**src/rtl/des_defs_pkg.sv**
```systemverilog
// Shared DES key-schedule constants: widths, per-round shift amounts, FSM states
// and the 28-bit C/D half rotations used between rounds.
package des_defs_pkg;

    localparam int unsigned KEY_W    = 64;
    localparam int unsigned CD_W     = 28;
    localparam int unsigned SUBKEY_W = 48;
    localparam int unsigned ROUNDS   = 16;

    // SHIFT[0] is the rotation applied before round 1
    localparam int unsigned SHIFT [16] = '{1, 1, 2, 2, 2, 2, 2, 2, 1, 2, 2, 2, 2, 2, 2, 1};

    typedef enum logic {
        IDLE  = 1'b0,
        ROUND = 1'b1
    } state_e;

    typedef logic [CD_W-1:0] half_t;

    function automatic logic shift_two(input logic [4:0] r);
        logic two;
        two = 1'b0;
        for (int unsigned i = 0; i < ROUNDS; i++) begin
            if (r == 5'(i + 1)) two = (SHIFT[4'(i)] == 2);
        end
        return two;
    endfunction

    function automatic half_t rol_half(input half_t x, input logic two);
        return two ? {x[CD_W-3:0], x[CD_W-1:CD_W-2]} : {x[CD_W-2:0], x[CD_W-1]};
    endfunction

    function automatic half_t ror_half(input half_t x, input logic two);
        return two ? {x[1:0], x[CD_W-1:2]} : {x[0], x[CD_W-1:1]};
    endfunction

endpackage

```
**src/rtl/des_pc1.sv**
```systemverilog
// DES Permuted Choice 1: 64-bit key (bit 1 = MSB) to 56-bit C||D; parity bits dropped.
module des_pc1
    import des_defs_pkg::*;
(
    input  logic [KEY_W-1:0]  key_i,
    output logic [2*CD_W-1:0] cd_o
);

    localparam int unsigned PC1_TAB [56] = '{
        57, 49, 41, 33, 25, 17,  9,
         1, 58, 50, 42, 34, 26, 18,
        10,  2, 59, 51, 43, 35, 27,
        19, 11,  3, 60, 52, 44, 36,
        63, 55, 47, 39, 31, 23, 15,
         7, 62, 54, 46, 38, 30, 22,
        14,  6, 61, 53, 45, 37, 29,
        21, 13,  5, 28, 20, 12,  4
    };

    logic unused_parity;
    assign unused_parity = ^{key_i[56], key_i[48], key_i[40], key_i[32],
                             key_i[24], key_i[16], key_i[8],  key_i[0]};

    // Table entries are 1-based from the MSB; map onto the descending vectors
    always_comb begin
        cd_o = '0;
        for (int unsigned j = 0; j < 56; j++) begin
            cd_o[6'(55 - j)] = key_i[6'(KEY_W - PC1_TAB[6'(j)])];
        end
    end

endmodule

```
**src/rtl/des_pc2.sv**
```systemverilog
// DES Permuted Choice 2: 56-bit C||D to the 48-bit round subkey.
module des_pc2
    import des_defs_pkg::*;
(
    input  logic [2*CD_W-1:0]   cd_i,
    output logic [SUBKEY_W-1:0] subkey_o
);

    localparam int unsigned PC2_TAB [48] = '{
        14, 17, 11, 24,  1,  5,
         3, 28, 15,  6, 21, 10,
        23, 19, 12,  4, 26,  8,
        16,  7, 27, 20, 13,  2,
        41, 52, 31, 37, 47, 55,
        30, 40, 51, 45, 33, 48,
        44, 49, 39, 56, 34, 53,
        46, 42, 50, 36, 29, 32
    };

    logic unused_drop;
    assign unused_drop = ^{cd_i[47], cd_i[38], cd_i[34], cd_i[31],
                           cd_i[21], cd_i[18], cd_i[13], cd_i[2]};

    always_comb begin
        subkey_o = '0;
        for (int unsigned j = 0; j < 48; j++) begin
            subkey_o[6'(47 - j)] = cd_i[6'(2 * CD_W - PC2_TAB[6'(j)])];
        end
    end

endmodule

```
**src/rtl/des_key_scheduler.sv**
```systemverilog
// Streams the 16 DES round subkeys one per handshake, in encrypt or decrypt order,
// rotating the C/D halves in place so no subkey storage is needed.
module des_key_scheduler
    import des_defs_pkg::*;
(
    input  logic                clk,
    input  logic                rst_n,
    input  logic [KEY_W-1:0]    key_in,
    input  logic                decrypt,
    input  logic                key_valid,
    output logic                key_ready,
    output logic [SUBKEY_W-1:0] subkey,
    output logic [3:0]          subkey_round,
    output logic                subkey_valid,
    input  logic                subkey_ready,
    output logic                done
);

    state_e      state_q, state_d;
    half_t       c_q, c_d, d_q, d_d;
    logic        dec_q, dec_d;
    logic [4:0]  round_q, round_d;
    logic        done_q, done_d;
    logic        rot_two;
    logic [2*CD_W-1:0] pc1_cd;

    des_pc1 u_pc1 (
        .key_i (key_in),
        .cd_o  (pc1_cd)
    );

    des_pc2 u_pc2 (
        .cd_i     ({c_q, d_q}),
        .subkey_o (subkey)
    );

    // Round 16 wraps to 0 in the 4-bit field; subkey_valid distinguishes it from IDLE
    assign subkey_round = round_q[3:0];
    assign done         = done_q;

    always_comb begin
        state_d      = state_q;
        c_d          = c_q;
        d_d          = d_q;
        dec_d        = dec_q;
        round_d      = round_q;
        done_d       = 1'b0;
        rot_two      = 1'b0;
        key_ready    = 1'b0;
        subkey_valid = 1'b0;
        unique case (state_q)
            IDLE: begin
                key_ready = rst_n;
                if (key_valid && rst_n) begin
                    dec_d   = decrypt;
                    round_d = 5'd1;
                    state_d = ROUND;
                    if (decrypt) begin
                        c_d = pc1_cd[2*CD_W-1:CD_W];
                        d_d = pc1_cd[CD_W-1:0];
                    end else begin
                        c_d = rol_half(pc1_cd[2*CD_W-1:CD_W], 1'b0);
                        d_d = rol_half(pc1_cd[CD_W-1:0], 1'b0);
                    end
                end
            end
            ROUND: begin
                subkey_valid = rst_n;
                if (subkey_ready) begin
                    if (round_q == 5'(ROUNDS)) begin
                        state_d = IDLE;
                        round_d = '0;
                        done_d  = 1'b1;
                    end else begin
                        round_d = round_q + 5'd1;
                        // Decrypt walks the schedule backwards, undoing the shift of the key just shown
                        if (dec_q) begin
                            rot_two = shift_two(5'd17 - round_q);
                            c_d     = ror_half(c_q, rot_two);
                            d_d     = ror_half(d_q, rot_two);
                        end else begin
                            rot_two = shift_two(round_q + 5'd1);
                            c_d     = rol_half(c_q, rot_two);
                            d_d     = rol_half(d_q, rot_two);
                        end
                    end
                end
            end
            default: state_d = IDLE;
        endcase
    end

    always_ff @(posedge clk) begin
        if (!rst_n) begin
            state_q <= IDLE;
            c_q     <= '0;
            d_q     <= '0;
            dec_q   <= 1'b0;
            round_q <= '0;
            done_q  <= 1'b0;
        end else begin
            state_q <= state_d;
            c_q     <= c_d;
            d_q     <= d_d;
            dec_q   <= dec_d;
            round_q <= round_d;
            done_q  <= done_d;
        end
    end

endmodule
```
**config.mk**
```make
export PLATFORM = sky130hd
export DESIGN_NAME = des_key_scheduler
export DESIGN_NICKNAME = d
export VERILOG_FILES = /design/src/rtl/des_defs_pkg.sv /design/src/rtl/des_pc1.sv /design/src/rtl/des_pc2.sv /design/src/rtl/des_key_scheduler.sv
export SDC_FILE = /design/constraint.sdc
export NUM_CORES = 1
export LEC_CHECK = 0
export ABC_CLOCK_PERIOD_IN_PS = 6270
export BUFFER_PORTS_ARGS = -buffer_cell sky130_fd_sc_hd__buf_2
export CAP_MARGIN = 20
export CORE_ASPECT_RATIO = 0.6
export CORE_UTILIZATION = 45
export DETAILED_ROUTE_END_ITERATION = 10
export HOLD_SLACK_MARGIN = 0.08
export PLACE_DENSITY = 0.67
export SLEW_MARGIN = 15
export SYNTH_ARGS = -nofsm -noshare
export SYNTH_HDL_FRONTEND = slang
export SYNTH_SLANG_ARGS = --single-unit
```
**constraint.sdc**
```tcl
create_clock -name clk -period 6.27 [get_ports clk]
set_input_delay 1.254 -clock clk [delete_from_list [all_inputs] [get_ports clk]]
set_output_delay 1.254 -clock clk [all_outputs]
set_load 0.01 [all_outputs]
```
==> impl_metrics.py <==
metrics = {
    "place": {
        "port_buffers": 115,
        "routabilityCongestion": 0.8114,
        "pre_cts_slack_ps": 2226,
        "dp_hpwl_um": 11290,
    },
    "logic_synthesis": {
        "syn_inst": 752,
        "synth-xor-area-share_pct": 0.7074,
        "synth_top_family_by_area": "multiplexers",
        "synth_flop_cell": "dfxtp_1",
        "synth_nets": 828,
        "avgSynthCellArea_um2": 8.233,
        "synthArstFlopShare_pct": 0,
        "synth_area_um2": 6191,
        "ys_seq_area_share_pct": 20.70,
        "ys_warn_count": 0,
        "muxShareOfSynthArea_pct": 29.75,
        "synthDistinctLibCells": 31,
        "synth-simple-area-share_pct": 19.06,
        "synth-seq-cells": 64,
        "synth_compound_area_share_pct": 16.47,
        "synth-adder-area-share_pct": 1.415,
        "synth_edf_count": 0,
    },
    "floorplan": {
        "io_pins": 124,
        "dieArea_um2": 14250,
        "rows": 32,
        "die_y_um": 92.86,
        "initial_core_util_pct": 47.14,
        "placeableCoreArea_um2": 13130,
        "die_w_um": 153.4,
    },
    "global_route": {
        "use_met1_pct": 35.57,
        "antenna_found_initial": 0,
        "track_usage_pct": 23.98,
        "grt_pass1_wl_um": 27860,
        "grt_pass1_vias": 5265,
        "overflow": 0,
        "grt_max_degree": 67,
        "use_met3_pct": 4.867,
        "use_met2_pct": 35.73,
        "top_usage_layer": "met2",
    },
    "sta": {
        "report.final.hold_viol_count": 0,
        "finalCritPeriodShare_pct": 56.86,
        "fin_skew_ps": 7.666,
        "setup_ws_ps": 2705,
        "worst-slew-pin-transition_ps": 954.4,
        "maxSlewHeadroom_pct": 36.38,
        "fin_crit_ps": 3565,
        "slew_violations": 0,
        "tns_ps": 0,
        "rsz0062_at_grt": "no",
        "setup_viol": 0,
        "max_clock_freq_mhz": 280.5,
    },
    "flow_run": {
        "maxCapViolations": 0,
    },
    "routing": {
        "drt_iter0_drc": 395,
        "wirelength_um": 17000,
        "firstDrtPassIters": 5,
        "drtAntennaViolNets": 0,
        "routedWlPerCell_um": 18.06,
        "vias": 5639,
        "drc": 0,
        "viasPerCell": 5.993,
    },
    "cts": {
        "numCtsBuffers": 9,
        "cts_setup_buffers": 0,
        "cts_root_buffer": "clkbuf_16",
        "cts_resized": 0,
        "h-tree-depth": 3,
        "clk_path_buf_depth": 2,
        "holdBufCountCts": 0,
        "clkLatencyLatePin_ps": 330,
        "clkTransAtPathRegs_ps": 60,
        "numClockSinks": 64,
        "cts_tree": "yes",
    },
    "status": {
        "status": "finished clean",
    },
    "setup_path": {
        "crit_buf_inv": 3,
        "critical_path.max_fanout": 66,
        "worst_setup_path_end_kind": "primary output",
        "cp_common_cell": "buf_2",
        "critPathSlowestCell": "buf_4",
        "arrival_ps": 2310,
        "required_ps": 5020,
        "cp-start-kind": "input port",
        "path_cells": "buf_2, buf_4, and2_1, buf_2",
        "crit_family": "buffers and inverters",
        "ff2ff_setup_slack_ps": 3480,
        "worstSetupPathType": "in2out",
        "cpPeakStageDelay_ps": 580,
    },
    "final_layout": {
        "fillCellCount": 1274,
        "drive_gt1_share_pct": 28.53,
        "antenna_cells": 0,
        "syn_to_final_growth_pct": 8.610,
        "fin_nets": 842,
    },
    "power_and_ir_drop": {
        "p_leak_nw": 2.362,
        "peakVddDrop_v": 0.0001309,
        "power_mw": 1.448,
        "power_density_nw_per_um2": 215.4,
    },
    "hold_path": {
        "holdCritPathClass": "reg2reg",
    },
}
cell usage in the layout, fill, tap and decap left out, types with 3 or more instances in the layout:
master | synthesis | routed
inv_1 | 5 | 4
mux2i_1 | 58 | 58
o211ai_1 | 56 | 56
a41oi_1 | 56 | 56
ha_1 | 7 | 7
dfxtp_1 | 64 | 62
o21ai_0 | 4 | 4
nand3_1 | 60 | 60
clkbuf_16 | 0 | 9
a21boi_0 | 4 | 4
nor2b_1 | 3 | 3
buf_4 | 57 | 10
nand2_1 | 120 | 119
mux2_1 | 40 | 40
nand2b_1 | 56 | 56
a21oi_1 | 4 | 3
xnor2_1 | 3 | 3
nor2_1 | 6 | 6
buf_2 | 10 | 114
mux2_2 | 72 | 72
through the flow:
stage / instance area (µm²) / instances / hold WS, ps / utilization (%)
2_1_floorplan: 6191 / 752 / 512.2 / -
3_3_place_gp: 6377 / 923 / 524.4 / 48.56
3_5_place_dp: 6397 / 924 / 539.0 / 48.71
4_1_cts: 6696 / 940 / 547.8 / 50.99
5_1_grt: 6724 / 941 / 565.1 / 51.20
6_report: 6724 / 941 / 552.2 / 51.20
final cells by class:
| class | count | area (µm²) | share of cell area, % |
|---|---|---|---|
| clock buffer | 11 | 242.7 | 3.610 |
| timing repair buffer | 126 | 693.2 | 10.31 |
| multi-input combinational | 560 | 4217 | 62.71 |
| sequential | 64 | 1284 | 19.09 |
| clock inverter | 5 | 56.30 | 0.8374 |
| inverter | 5 | 18.77 | 0.2791 |
| tap | 170 | 212.7 | 3.163 |
final timing paths:
check,start,to,depth (start not counted)
hold / removal,d_q[2],d_q[2],2
hold reg to reg,d_q[2],d_q[2],2
setup reg to reg,round_q[1],d_q[7],8
setup / recovery,rst_n,subkey_valid,4
worst reg2reg max path: stages (launching register included):
cell      delay (ps)
dfxtp_1          490
inv_1            140
ha_1             370
mux2i_1          180
nand2_1          110
o311ai_4          70
buf_4            620
mux2_2           500
a41oi_1          220
routing by layer:
layer	up-vias	wire length, µm	share of wire [%]
met5	-	0	0
met4	0	70	0.41
li1	2741	-	-
met1	2673	8661	51
met2	219	7161	42
met3	6	1103	6.5
cell usage after synthesis (2+ instances only):
cell | n | area, µm²
nand2_1 | 120 | 450.4
mux2_2 | 72 | 810.8
dfxtp_1 | 64 | 1281
nand3_1 | 60 | 300.3
mux2i_1 | 58 | 580.6
buf_4 | 57 | 427.9
a41oi_1 | 56 | 490.5
nand2b_1 | 56 | 350.3
o211ai_1 | 56 | 420.4
clkbuf_1 | 50 | 187.7
mux2_1 | 40 | 450.4
buf_2 | 10 | 50.05
ha_1 | 7 | 87.58
nor2_1 | 6 | 22.52
inv_1 | 5 | 18.77
a21boi_0 | 4 | 30.03
a21oi_1 | 4 | 20.02
buf_6 | 4 | 45.04
o21ai_0 | 4 | 20.02
nor2b_1 | 3 | 18.77
xnor2_1 | 3 | 26.28
a22oi_1 | 2 | 15.01
buf_1 | 2 | 7.510
xor2_1 | 2 | 17.52
flip-flops by register name, indices dropped and copies added, names as in the netlist:
signal and flops:
state_q 1, dec_q 1, round_q 5, done 1, c_q 28, d_q 28
where the power goes:
part | total, mW | switching (mW) | internal (mW)
clock | 0.508 | 0.190 | 0.318
combinational | 0.409 | 0.228 | 0.181
sequential | 0.531 | 0.0734 | 0.458
logic make-up after synthesis:
logic type,Yosys count
and+or+nand+nor,250
muxes,170
AOI/OAI and AO/OA,128
buffers and inverters,128
DFF,64
adders and majority gates,7
xor gates and xnor gates,5
Power figures use the tool's default switching activity.
